$ cat src/rtl/fp_mult_pipe.sv
`default_nettype none
// ============================================================================
// Module   : fp_mult_pipe
// Brief    : Parametrised pipelined IEEE-754 multiplier with RNE rounding and
//            flush-to-zero. Define FPM_EXC_FLAGS_EN to add the 4-bit
//            {invalid, overflow, underflow, inexact} flags output.
// Revision : 1.0 - initial release
// ============================================================================
module fp_mult_pipe #(
    parameter int EXP_WIDTH      = 8,
    parameter int MANTISSA_WIDTH = 23,
    parameter int WIDTH          = 1 + EXP_WIDTH + MANTISSA_WIDTH
) (
    input  logic             clk,
    input  logic             rst,
    input  logic             in_valid,
    output logic             in_ready,
    input  logic [WIDTH-1:0] a,
    input  logic [WIDTH-1:0] b,
    output logic             out_valid,
    input  logic             out_ready,
    output logic [WIDTH-1:0] result
`ifdef FPM_EXC_FLAGS_EN
    ,
    output logic [3:0]       flags
`endif
);

    localparam int c_sw = MANTISSA_WIDTH + 1;
    localparam int c_pw = 2 * c_sw;
    localparam int c_xw = EXP_WIDTH + 2;
    localparam logic signed [c_xw-1:0]  c_bias  = c_xw'((1 << (EXP_WIDTH - 1)) - 1);
    localparam logic signed [c_xw-1:0]  c_emax  = c_xw'((1 << EXP_WIDTH) - 1);
    localparam logic signed [c_xw-1:0]  c_ezero = '0;
    localparam logic [EXP_WIDTH-1:0]    c_ones  = '1;
    localparam logic [WIDTH-1:0]        c_qnan  = {1'b0, c_ones, 1'b1, {(MANTISSA_WIDTH-1){1'b0}}};

    logic                   r_out_valid;
    logic [WIDTH-1:0]       r_result;
    logic                   w_adv;

    // The whole pipe, bubbles included, moves only when the output slot frees.
    assign w_adv     = !r_out_valid || out_ready;
    assign in_ready  = w_adv;
    assign out_valid = r_out_valid;
    assign result    = r_result;

    logic                   r0_valid;
    logic [WIDTH-1:0]       r0_a;
    logic [WIDTH-1:0]       r0_b;

    logic [EXP_WIDTH-1:0]      w_ea;
    logic [EXP_WIDTH-1:0]      w_eb;
    logic [MANTISSA_WIDTH-1:0] w_fa;
    logic [MANTISSA_WIDTH-1:0] w_fb;
    logic w_a_zero, w_a_inf, w_a_nan;
    logic w_b_zero, w_b_inf, w_b_nan;
    logic w_nan, w_inf, w_zero;
    logic signed [c_xw-1:0] w_exp_sum;

    assign w_ea = r0_a[WIDTH-2 -: EXP_WIDTH];
    assign w_eb = r0_b[WIDTH-2 -: EXP_WIDTH];
    assign w_fa = r0_a[MANTISSA_WIDTH-1:0];
    assign w_fb = r0_b[MANTISSA_WIDTH-1:0];

    // Subnormal inputs count as zero.
    assign w_a_zero = (w_ea == '0);
    assign w_b_zero = (w_eb == '0);
    assign w_a_inf  = (w_ea == c_ones) && (w_fa == '0);
    assign w_b_inf  = (w_eb == c_ones) && (w_fb == '0);
    assign w_a_nan  = (w_ea == c_ones) && (w_fa != '0);
    assign w_b_nan  = (w_eb == c_ones) && (w_fb != '0);

    assign w_nan  = w_a_nan || w_b_nan || (w_a_zero && w_b_inf) || (w_a_inf && w_b_zero);
    assign w_inf  = w_a_inf || w_b_inf;
    assign w_zero = w_a_zero || w_b_zero;
    assign w_exp_sum = c_xw'(w_ea) + c_xw'(w_eb) - c_bias;

    logic                   r1_valid;
    logic                   r1_sign, r1_nan, r1_inf, r1_zero;
    logic signed [c_xw-1:0] r1_exp;
    logic [c_sw-1:0]        r1_sa;
    logic [c_sw-1:0]        r1_sb;

    logic                   r2_valid;
    logic                   r2_sign, r2_nan, r2_inf, r2_zero;
    logic signed [c_xw-1:0] r2_exp;
    logic [c_pw-1:0]        r2_prod;

    logic [c_pw-1:0]           w_norm;
    logic [c_sw-1:0]           w_sig;
    logic                      w_guard, w_sticky, w_inc, w_carry;
    logic [c_sw:0]             w_rnd;
    logic [MANTISSA_WIDTH-1:0] w_frac;
    logic signed [c_xw-1:0]    w_exp_fin;
    logic                      w_ovf, w_unf;
    logic [WIDTH-1:0]          w_res;

    // Product of two [1,2) significands lies in [1,4); align to a leading one.
    assign w_norm   = r2_prod[c_pw-1] ? r2_prod : {r2_prod[c_pw-2:0], 1'b0};
    assign w_sig    = w_norm[c_pw-1 -: c_sw];
    assign w_guard  = w_norm[c_pw-1-c_sw];
    assign w_sticky = |w_norm[c_pw-2-c_sw:0];
    assign w_inc    = w_guard && (w_sticky || w_sig[0]);
    assign w_rnd    = {1'b0, w_sig} + {{c_sw{1'b0}}, w_inc};
    assign w_carry  = w_rnd[c_sw];
    assign w_frac   = w_carry ? w_rnd[MANTISSA_WIDTH:1] : w_rnd[MANTISSA_WIDTH-1:0];
    assign w_exp_fin = r2_exp + c_xw'(r2_prod[c_pw-1]) + c_xw'(w_carry);
    assign w_ovf    = (w_exp_fin >= c_emax);
    assign w_unf    = (w_exp_fin <= c_ezero);

    always_comb begin
        w_res = '0;
        if (r2_nan) begin
            w_res = c_qnan;
        end else if (r2_inf) begin
            w_res = {r2_sign, c_ones, {MANTISSA_WIDTH{1'b0}}};
        end else if (r2_zero) begin
            w_res = {r2_sign, {(WIDTH-1){1'b0}}};
        end else if (w_ovf) begin
            w_res = {r2_sign, c_ones, {MANTISSA_WIDTH{1'b0}}};
        end else if (w_unf) begin
            w_res = {r2_sign, {(WIDTH-1){1'b0}}};
        end else begin
            w_res = {r2_sign, w_exp_fin[EXP_WIDTH-1:0], w_frac};
        end
    end

`ifdef FPM_EXC_FLAGS_EN
    logic [3:0] r_flags;
    logic [3:0] w_flg;

    assign flags = r_flags;

    always_comb begin
        w_flg = 4'b0000;
        if (r2_nan) begin
            w_flg = 4'b1000;
        end else if (r2_inf || r2_zero) begin
            w_flg = 4'b0000;
        end else if (w_ovf) begin
            w_flg = 4'b0101;
        end else if (w_unf) begin
            w_flg = 4'b0011;
        end else begin
            w_flg = {3'b000, w_guard || w_sticky};
        end
    end
`endif

    always_ff @(posedge clk) begin
        if (rst) begin
            r0_valid    <= 1'b0;
            r1_valid    <= 1'b0;
            r2_valid    <= 1'b0;
            r_out_valid <= 1'b0;
            r_result    <= '0;
`ifdef FPM_EXC_FLAGS_EN
            r_flags     <= 4'b0000;
`endif
        end else if (w_adv) begin
            r0_valid    <= in_valid;
            r1_valid    <= r0_valid;
            r2_valid    <= r1_valid;
            r_out_valid <= r2_valid;
            if (r2_valid) begin
                r_result <= w_res;
`ifdef FPM_EXC_FLAGS_EN
                r_flags  <= w_flg;
`endif
            end
        end
    end

    always_ff @(posedge clk) begin
        if (w_adv) begin
            r0_a    <= a;
            r0_b    <= b;
            r1_sign <= r0_a[WIDTH-1] ^ r0_b[WIDTH-1];
            r1_nan  <= w_nan;
            r1_inf  <= w_inf;
            r1_zero <= w_zero;
            r1_exp  <= w_exp_sum;
            r1_sa   <= {1'b1, w_fa};
            r1_sb   <= {1'b1, w_fb};
            r2_sign <= r1_sign;
            r2_nan  <= r1_nan;
            r2_inf  <= r1_inf;
            r2_zero <= r1_zero;
            r2_exp  <= r1_exp;
            r2_prod <= c_pw'(r1_sa) * c_pw'(r1_sb);
        end
    end

endmodule
`default_nettype wire

$ cat config.mk
export PLATFORM = sky130hd
export DESIGN_NAME = fp_mult_pipe
export DESIGN_NICKNAME = d
export VERILOG_FILES = /design/src/rtl/fp_mult_pipe.sv
export SDC_FILE = /design/constraint.sdc
export NUM_CORES = 2
export LEC_CHECK = 0
export CAP_MARGIN = 20
export CORE_UTILIZATION = 57
export DETAILED_ROUTE_END_ITERATION = 12
export GPL_TIMING_DRIVEN = 0
export MAX_ROUTING_LAYER = met4
export PLACE_DENSITY = 0.78
export SETUP_SLACK_MARGIN = 0.02
export SKIP_LAST_GASP = 1
export SYNTH_ARGS = -nofsm -noshare
export SYNTH_HDL_FRONTEND = slang
export SYNTH_SLANG_ARGS = --single-unit
$ cat constraint.sdc
create_clock -name clk -period 9.3 [get_ports clk]
set_clock_uncertainty 0.15 [all_clocks]
set_input_delay 1.395 -clock clk [delete_from_list [all_inputs] [get_ports clk]]
set_output_delay 1.395 -clock clk [all_outputs]
set_load 0.005 [all_outputs]
==> metrics.txt <==
status finished, final reports clean; Synth Warn # 0; Finish-stage setup viols 0; M1 GR Usage 0.438; pin count of the biggest net entering global routing 124; effective utilization at floorplan 0.583; Fin Hold WS 0.260 ns; CP max FO 10; syn_nets 3479; htree depth 1; commonest non-fill, non-tap cell in the layout inv_1; number of flops mapped to enable cells by yosys 186; R2R Setup Slk 0.28 ns; Tightest Pin Transition 1.01 ns; Netlist cell types 67; fill count 3832; RePlAce Congestion 1.05; Worst Reg-to-Reg Cells 22; Max clock buf depth 3; Post-Synthesis Cells 2737; number of CTS-inserted buffers 24; vias per inst 5.77; Root Buffer clkbuf_16; CP Launch Type register; final hold violations 0; Tot GR Track Use 0.336; total gr overflow 0; worst endpoint required time 9.48 ns; CTS sink count 222; Rows 79; pins over their slew limit 0; Detailed Route Iter0 Violations 1855; fmax 111 MHz; Top-Level Pins 102; first-pass GRT wire length 119 mm; multi-input logic area 0.0184 mm2; share of layout cells above drive strength 1 0.0191; crit path kind register to register; number of port buffers 101; Tcrit/Tclk final 0.970; reg2reg end r2_prod[43]$_DFFE_PN_; core footprint 0.0470 mm2; WL per Instance 22.4 um; met2 GRT Util 0.503; routed vias 20100; CP arrival 9.20 ns; chip width 221 um; prevailing post-synth register cell edfxtp_1; antenna viol nets, final 0; Worst Setup End Kind register; synth top area cells fa_1 35%, edfxtp_1 20%, ha_1 8.7%; Worst slew margin 0.329; nets 3607; Async SR Flop Fraction 0; cts-stage hold buffer count 0; average instance area after synthesis 10.0 um2; HPWL Detailed 63.5 mm; RR Startpoint r1_sa[11]$_DFFE_PN_; Post-Syn Area 0.0274 mm2; largest area contributor in the netlist fa_1; GRT busiest layer met2; Clk Latency, worst-skew pair 0.54 ns; Synth-to-Final Area Change 9.50%; synthesized flop and latch total 222; wirelength, routed 78.2 mm; CTS tree built; max_cap viols 0; Hold WC Path Type register to register; top cell type's share of synthesized area 0.354; Worst Setup EP r2_prod[43]$_DFFE_PN_; CTS resizes 0; Critical Path Start r1_sa[11]$_DFFE_PN_; highest-count cells in the layout ignoring fill and taps 590 x inv_1, 484 x fa_1, 337 x nand2_1, 255 x and2_1, 190 x ha_1; Setup Fix Bufs, Post-CTS 0; RSZ-0062 raised after global routing no; initial antenna violation count 3; met3 usage in global routing 0.0693; TritonRoute pass-1 iters 5; drt drc 0; vias in the first global route 20700; Die Area 0.0489 mm2; register area 0.00631 mm2; Post-Route Setup TNS 0 ns; Die H 221 um; Tmin final 9.02 ns; Reg clk slew, reported paths 0.07 ns; register area share after synthesis 0.230
-- cell usage after synthesis (3+ instances only) --
cell type	number
buf_1	5
clkinv_1	3
nor2_1	101
fa_1	484
nand2b_1	11
inv_1	589
a22o_1	5
xor2_1	39
edfxtp_1	186
xnor2_1	51
o211ai_1	6
mux2i_1	17
buf_2	3
and2_1	255
a31oi_1	7
o21bai_1	10
a21o_1	19
o2111ai_1	4
a21oi_1	58
ha_1	190
a211oi_1	7
nor4_1	22
o21ai_0	41
a311oi_1	3
a22oi_1	6
nand2_1	337
nand3_1	22
a21boi_0	3
clkbuf_1	104
and3_1	9
nand4_1	24
dfxtp_1	36
nor2b_1	12
o21ai_1	3
nor3_1	23
-- per-layer routing --
layer / wire [um] / vias to the layer above
met4: 4490 / 0
met5: 0 / -
li1: - / 8665
met1: 30500 / 10300
met2: 35100 / 983
met3: 8050 / 205
-- sequential cells by signal (all words and copies together) (netlist names) --
| signal | cells |
|---|---|
| r2_prod | 48 |
| r1_sa | 23 |
| out_valid | 1 |
| r2_valid | 1 |
| r2_sign | 1 |
| r1_inf | 1 |
| r1_sb | 23 |
| result | 32 |
| r0_b | 32 |
| r0_a | 32 |
| r2_inf | 1 |
| r1_valid | 1 |
| r2_zero | 1 |
| r2_nan | 1 |
| r2_exp | 10 |
| r1_sign | 1 |
| r1_exp | 10 |
| r1_zero | 1 |
| r0_valid | 1 |
| r1_nan | 1 |
-- metrics by stage --
step	cell area [um2]	util	instances	setup slack [ns]
after global placement	29100	0.620	3445	0.502
after detailed placement	29200	0.621	3446	0.471
final	30000	0.638	3492	0.281
after floorplan	27400	-	2737	2.25
after global routing	30000	0.638	3490	0.0395
after CTS	30000	0.638	3490	0.453
-- critical path: stages, from the launching register on --
cell      delay (ns)
edfxtp_1        0.80
clkbuf_1        0.79
nand2_1         0.15
fa_1            0.51
fa_1            0.56
inv_1           0.05
fa_1            0.55
fa_1            0.60
fa_1            0.46
fa_1            0.49
inv_1           0.05
fa_1            0.48
inv_1           0.11
ha_1            0.30
clkbuf_1        0.30
nand2_1         0.11
nor3_1          0.33
nand3_1         0.17
o311ai_1        0.69
nand3_1         0.24
a21oi_1         0.41
or2_2           0.22
xor2_1          0.28
-- how the worst min path moves through the flow --
stage | endpoint | startpoint | cells after the start | slack [ns]
finish | r2_exp[7]$_DFFE_PN_ | r1_exp[7]$_DFFE_PN_ | 0 | 0.26
global route | r2_exp[7]$_DFFE_PN_ | r1_exp[7]$_DFFE_PN_ | 0 | 0.26
CTS | r2_exp[7]$_DFFE_PN_ | r1_exp[7]$_DFFE_PN_ | 0 | 0.26
detailed placement | r2_exp[1]$_DFFE_PN_ | r1_exp[1]$_DFFE_PN_ | 0 | 0.25
global placement | r2_exp[2]$_DFFE_PN_ | r1_exp[2]$_DFFE_PN_ | 0 | 0.25
floorplan | r2_exp[0]$_DFFE_PN_ | r1_exp[0]$_DFFE_PN_ | 0 | 0.25
-- layout make-up --
type                            count  area share
Tap cell                          607      0.0254
Sequential cell                   222       0.210
Antenna cell                        2    0.000167
Clock buffer                       30      0.0222
Clock inverter                     14     0.00393
Inverter                          592      0.0742
Buffer                            113      0.0148
Multi-Input combinational cell   1810       0.614
Timing Repair Buffer              102      0.0347
-- cells by family (layout without fill, tap and decap cells) --
kind of cell,count (synthesis),in the layout,share of synthesized area
and+or+nand+nor,829,829,0.149
buffers and inverters,705,851,0.0970
adders and majority gates,674,674,0.441
DFF,222,222,0.230
AOI/OAI and AO/OA,198,198,0.0467
xor gates and xnor gates,90,90,0.0288
muxes,19,19,0.00704
other,0,2,0
Power is left out: the tool's default activity adds up to more than one toggle a clock period on the data nets, which glitch-free logic cannot reach.
